==> src/rtl/cache_mem_bridge_pkg.sv <==
// Shared encodings for the cache/memory word-transfer bridge: address
// select codes, line geometry and bridge FSM states.
package cache_mem_bridge_pkg;

    typedef enum logic [1:0] {
        SEL_IC     = 2'b00,
        SEL_DC     = 2'b01,
        SEL_IC_ALT = 2'b10,
        SEL_VICTIM = 2'b11
    } ram_addr_sel_t;

    localparam int unsigned LINE_WORDS = 8;
    localparam logic [31:0] TIMEOUT_RDATA = 32'hDEAD_BEEF;

    typedef enum logic [1:0] {
        ST_IDLE,
        ST_REQ,
        ST_DONE
    } bridge_state_t;

endpackage

==> src/rtl/cache_addr_gen.sv <==
// Combinational memory word address: line base selected by source, OR'd
// with the word index inside the 8-word line.
module cache_addr_gen
    import cache_mem_bridge_pkg::*;
#(
    parameter int unsigned TAG_W = 21,
    parameter int unsigned IDX_W = 6
) (
    input  logic [1:0]       ram_addr_sel_in,
    input  logic [2:0]       counter_in,
    input  logic [31:0]      ic_addr_in,
    input  logic [31:0]      dc_addr_in,
    input  logic [TAG_W-1:0] dc_victim_tag_in,
    output logic [31:0]      addr_out
);

    logic [31:0] line_base;
    // Byte offsets are replaced by the word counter, so they are never used.
    logic        unused_offset_bits;

    assign unused_offset_bits = ^{ic_addr_in[4:0], dc_addr_in[4:0]};

    always_comb begin
        line_base = {ic_addr_in[31:5], 5'b0};
        case (ram_addr_sel_in)
            SEL_DC:     line_base = {dc_addr_in[31:5], 5'b0};
            SEL_VICTIM: line_base = {dc_victim_tag_in, dc_addr_in[IDX_W+4:5], 5'b0};
            default:    line_base = {ic_addr_in[31:5], 5'b0};
        endcase
    end

    assign addr_out = line_base | {27'b0, counter_in, 2'b00};

endmodule

==> src/rtl/cache_mem_bridge.sv <==
// Single-word transfer bridge between the cache controllers and memory:
// IDLE -> REQ (held until ack or timeout) -> DONE (one-cycle completion pulse).
module cache_mem_bridge
    import cache_mem_bridge_pkg::*;
#(
    parameter int unsigned TAG_W   = 21,
    parameter int unsigned IDX_W   = 6,
    parameter int unsigned TIMEOUT = 255
) (
    input  logic             clk,
    input  logic             rst,
    input  logic             ram_en_in,
    input  logic             ram_write_in,
    input  logic [1:0]       ram_addr_sel_in,
    input  logic [2:0]       counter_in,
    input  logic [31:0]      ic_addr_in,
    input  logic [31:0]      dc_addr_in,
    input  logic [TAG_W-1:0] dc_victim_tag_in,
    input  logic [31:0]      wdata_in,
    output logic [31:0]      mem_addr_out,
    output logic [31:0]      mem_wdata_out,
    output logic             mem_req_out,
    output logic             mem_we_out,
    input  logic             mem_ack_in,
    input  logic [31:0]      mem_rdata_in,
    output logic [31:0]      rdata_out,
    output logic             word_done_out,
    output logic             busy_out,
    output logic             timeout_out
);

    // Abort fires on the REQ cycle whose increment would reach TIMEOUT,
    // so the request is held for exactly TIMEOUT unacknowledged cycles.
    localparam logic [7:0] WAIT_LAST = 8'(TIMEOUT - 1);

    bridge_state_t state, state_nxt;
    logic [31:0]   gen_addr;
    logic [7:0]    wait_cnt;
    logic          we_q;
    logic          tmo_hit;
    logic          start;

    cache_addr_gen #(
        .TAG_W (TAG_W),
        .IDX_W (IDX_W)
    ) u_addr_gen (
        .ram_addr_sel_in  (ram_addr_sel_in),
        .counter_in       (counter_in),
        .ic_addr_in       (ic_addr_in),
        .dc_addr_in       (dc_addr_in),
        .dc_victim_tag_in (dc_victim_tag_in),
        .addr_out         (gen_addr)
    );

    always_ff @(posedge clk) begin
        if (rst) state <= ST_IDLE;
        else     state <= state_nxt;
    end

    always_comb begin
        state_nxt     = state;
        mem_req_out   = 1'b0;
        mem_we_out    = 1'b0;
        busy_out      = 1'b0;
        word_done_out = 1'b0;
        tmo_hit       = 1'b0;
        start         = 1'b0;
        case (state)
            ST_IDLE: begin
                if (ram_en_in) begin
                    start     = 1'b1;
                    state_nxt = ST_REQ;
                end
            end
            ST_REQ: begin
                mem_req_out = 1'b1;
                mem_we_out  = we_q;
                busy_out    = 1'b1;
                if (mem_ack_in) begin
                    state_nxt = ST_DONE;
                end else if (wait_cnt == WAIT_LAST) begin
                    tmo_hit   = 1'b1;
                    state_nxt = ST_DONE;
                end
            end
            ST_DONE: begin
                word_done_out = 1'b1;
                state_nxt     = ST_IDLE;
            end
            default: state_nxt = ST_IDLE;
        endcase
    end

    always_ff @(posedge clk) begin
        if (rst) begin
            mem_addr_out  <= '0;
            mem_wdata_out <= '0;
            rdata_out     <= '0;
            we_q          <= 1'b0;
            wait_cnt      <= '0;
            timeout_out   <= 1'b0;
        end else begin
            if (start) begin
                mem_addr_out  <= gen_addr;
                mem_wdata_out <= wdata_in;
                we_q          <= ram_write_in;
                wait_cnt      <= '0;
            end else if (state == ST_REQ && !mem_ack_in) begin
                wait_cnt <= wait_cnt + 8'd1;
            end
            if (state == ST_REQ && mem_ack_in && !we_q) rdata_out <= mem_rdata_in;
            if (tmo_hit) begin
                timeout_out <= 1'b1;
                if (!we_q) rdata_out <= TIMEOUT_RDATA;
            end
        end
    end

endmodule

==> config.mk <==
export PLATFORM = sky130hd
export DESIGN_NAME = cache_mem_bridge
export DESIGN_NICKNAME = d
export VERILOG_FILES = /design/src/rtl/cache_mem_bridge_pkg.sv /design/src/rtl/cache_addr_gen.sv /design/src/rtl/cache_mem_bridge.sv
export SDC_FILE = /design/constraint.sdc
export NUM_CORES = 1
export LEC_CHECK = 0
export BUFFER_PORTS_ARGS = -buffer_cell sky130_fd_sc_hd__buf_2
export CAP_MARGIN = 20
export CORE_UTILIZATION = 35
export DETAILED_ROUTE_END_ITERATION = 10
export PLACE_DENSITY = 0.67
export SLEW_MARGIN = 20
export SYNTH_ARGS = -nofsm -noshare
export SYNTH_HDL_FRONTEND = slang
export SYNTH_SLANG_ARGS = --single-unit
==> constraint.sdc <==
create_clock -name clk -period 2.2 [get_ports clk]
set_clock_uncertainty 0.1 [all_clocks]
set_input_delay 0.44 -clock clk [delete_from_list [all_inputs] [get_ports clk]]
set_output_delay 0.44 -clock clk [all_outputs]
set_load 0.1 [all_outputs]
==> flow_summary.toml <==
[run_status]
status = "complete, no violations"

[place]
routabilityCongestion = 0.754
io_buffer_count = 247
dp.cells = 906
dpl.hpwl_mm = 9.07

[synthesis]
syn_inst = 526
synth_seq_cells = 106
synth_edf_count = 0
syn_area_um2 = 4390
yosysMostFrequentCell = "nand2_1"
ys_seq_area_share_pct = 48.4
ys_top_cells_by_area = "dfxtp_1 (48%), nand2_1 (13%), mux2i_1 (8.0%)"
yosysTopAreaCell = "dfxtp_1"
yosys-top-cells-count = "nand2_1 (147), dfxtp_1 (106), a21oi_1 (64)"
synth_cell_type_count = 36
synthFlopType = "dfxtp_1"
ys_warn_count = 0
synth-async-reset-ratio_pct = 0
avgSynthCellArea_um2 = 8.34
synth.top_cell.area_share_pct = 48.4

[grt]
grt.total_usage_pct = 18.8
grt_overflow = 0
antenna_found_initial = 0
grt_max_degree = 82
first_global_vias = 4159
grt_pass1_wl_mm = 19.3

[cells_and_area]
layout.nets = 910
final_cells = 922
syn2layout_area_growth_pct = 38.3
antennaDiodeCount = 0
drive_gt1_share_pct = 37.1

[timing]
timing.setup.tns_ns = 0
finalSetupViolations = 0
fmax_mhz = 484
drv_slew = 0
period_share_pct = 93.8
fin_crit_ns = 2.06
slew-limit-headroom_pct = 53.1
hold_viol = 0
worst_slew_pin_slew_ns = 0.703
rsz0062_at_grt = "false"

[floorplanning]
die_w_um = 114
ioPinCount = 260
die_h_um = 114
core_area_um2 = 12100
fp-row-count = 40
dieArea_um2 = 13000
initial_core_util_pct = 36.2

[drt]
drcViolationCount = 0
drt_pass1_iterations = 4
postRouteAntennaNets = 0
wl_per_cell_um = 13.5
vias = 4478
avgViaCountPerCell = 4.86
totalWireLength_mm = 12.5
drtIter0Drc = 214

[worst_hold_path]
hold_path.class = "input port to register"

[clock_network]
numCtsBuffers = 9
clock_sinks = 106
clk_pin_slew_ns = 0.08
clkLatencyLatePin_ns = 0.34
clock-root-buffer = "clkbuf_16"
cts_resized = 1
hold_buffers = 0
postCtsSetupRepairBufs = 0
clock_path_buffers = 2
htreeDepth = 3
cts_tree = "yes"

[setup_path]
path_class = "register to output port"
critPathMaxFanout = 9
startpoint_type = "register"
critPathRequiredTime_ns = 1.66
crit_path_end_kind = "output port"
cp.arrival_ns = 1.52

[power]
p_leak_uw = 0.00293
powerDensity_nw_per_um2 = 844
power_uw = 5120
ir_drop_uv = 407

[run]
maxCapViolations = 0
[worst paths after layout]
kind                          from          endpoint  slack (ns)  cells past startpoint
hold / removal         wdata_in[7]  mem_wdata_out[7]        0.22                      3
hold reg to reg   mem_addr_out[20]  mem_addr_out[20]        0.35                      2
setup / recovery          state[0]          busy_out        0.14                      2
setup reg to reg          state[0]       wait_cnt[7]        0.30                      4
[area by class of cell]
cell class	count	area [µm²]
Inverter	3	11.3
Clock inverter	6	73.8
Timing Repair Buffer	258	1360
Fill cell	1168	6050
Clock buffer	10	229
Sequential cell	106	2120
Multi-Input combinational cell	371	2060
Tap cell	168	210
[kinds of logic (layout without fill, tap and decap cells)]
| family | after synthesis | count (layout) | share of synthesized area (%) |
|---|---|---|---|
| and+or+nand+nor | 207 | 207 | 20.0 |
| AOI/OAI and AO/OA | 125 | 125 | 17.6 |
| DFF | 106 | 106 | 48.4 |
| buffers and inverters | 50 | 277 | 5.39 |
| muxes | 35 | 35 | 7.99 |
| adders and majority gates | 2 | 2 | 0.570 |
| other | 1 | 2 | 0.0855 |
[report_power, final]
group	total, µW	internal, µW	switching, µW
Sequential	2080	2020	56.6
Combinational	1390	310	1080
Clock	1650	900	745
Total	5120	3230	1880
[flip-flops by register name, indices dropped and copies added, names as in the netlist]
name	cells
timeout_out	1
we_q	1
rdata_out	32
mem_addr_out	30
wait_cnt	8
mem_wdata_out	32
state	2
[worst max-delay path, stage by stage, from the launching register on]
cell and delay, ns:
dfxtp_1 0.47, nor2b_4 0.26, buf_2 0.45
[per-layer routing]
metal | share of wire (%) | up-vias | track usage [%] | wire length [µm]
met4 | 2.4 | 0 | 9.18 | 302
li1 | - | 2246 | - | -
met2 | 49 | 183 | 32.0 | 6130
met1 | 42 | 2026 | 22.0 | 5220
met3 | 6.6 | 23 | 4.62 | 827
met5 | 0 | - | 0 | 0
[stage by stage]
stage               worst slack [ns]  utilization (%)  instance area (µm²)  hold slack, ns
finish                         0.135             50.1                 6070           0.223
global route                  0.0734             50.1                 6070           0.209
floorplan                      0.106                -                 4400           0.352
global placement               0.276             47.6                 5760           0.339
CTS                            0.118             50.1                 6070           0.208
detailed placement             0.213             47.6                 5760           0.345
[cell usage in the layout, fill, tap and decap left out, types with 2 or more instances in the layout]
master / count
dfxtp_1: 106
mux2i_1: 35
clkbuf_16: 9
or4bb_1: 2
buf_4: 9
o21ai_0: 2
or3_1: 2
buf_2: 246
nor2_1: 29
ha_1: 2
o31ai_1: 4
nand3_1: 4
nor3_1: 9
a21oi_1: 64
or4_1: 3
nand2_1: 147
buf_12: 3
a211o_1: 21
conb_1: 2
inv_1: 3
inv_6: 3
a31oi_1: 24
clkinv_4: 2
a211oi_1: 7
Note: power is estimated with default switching activity, not from simulation.
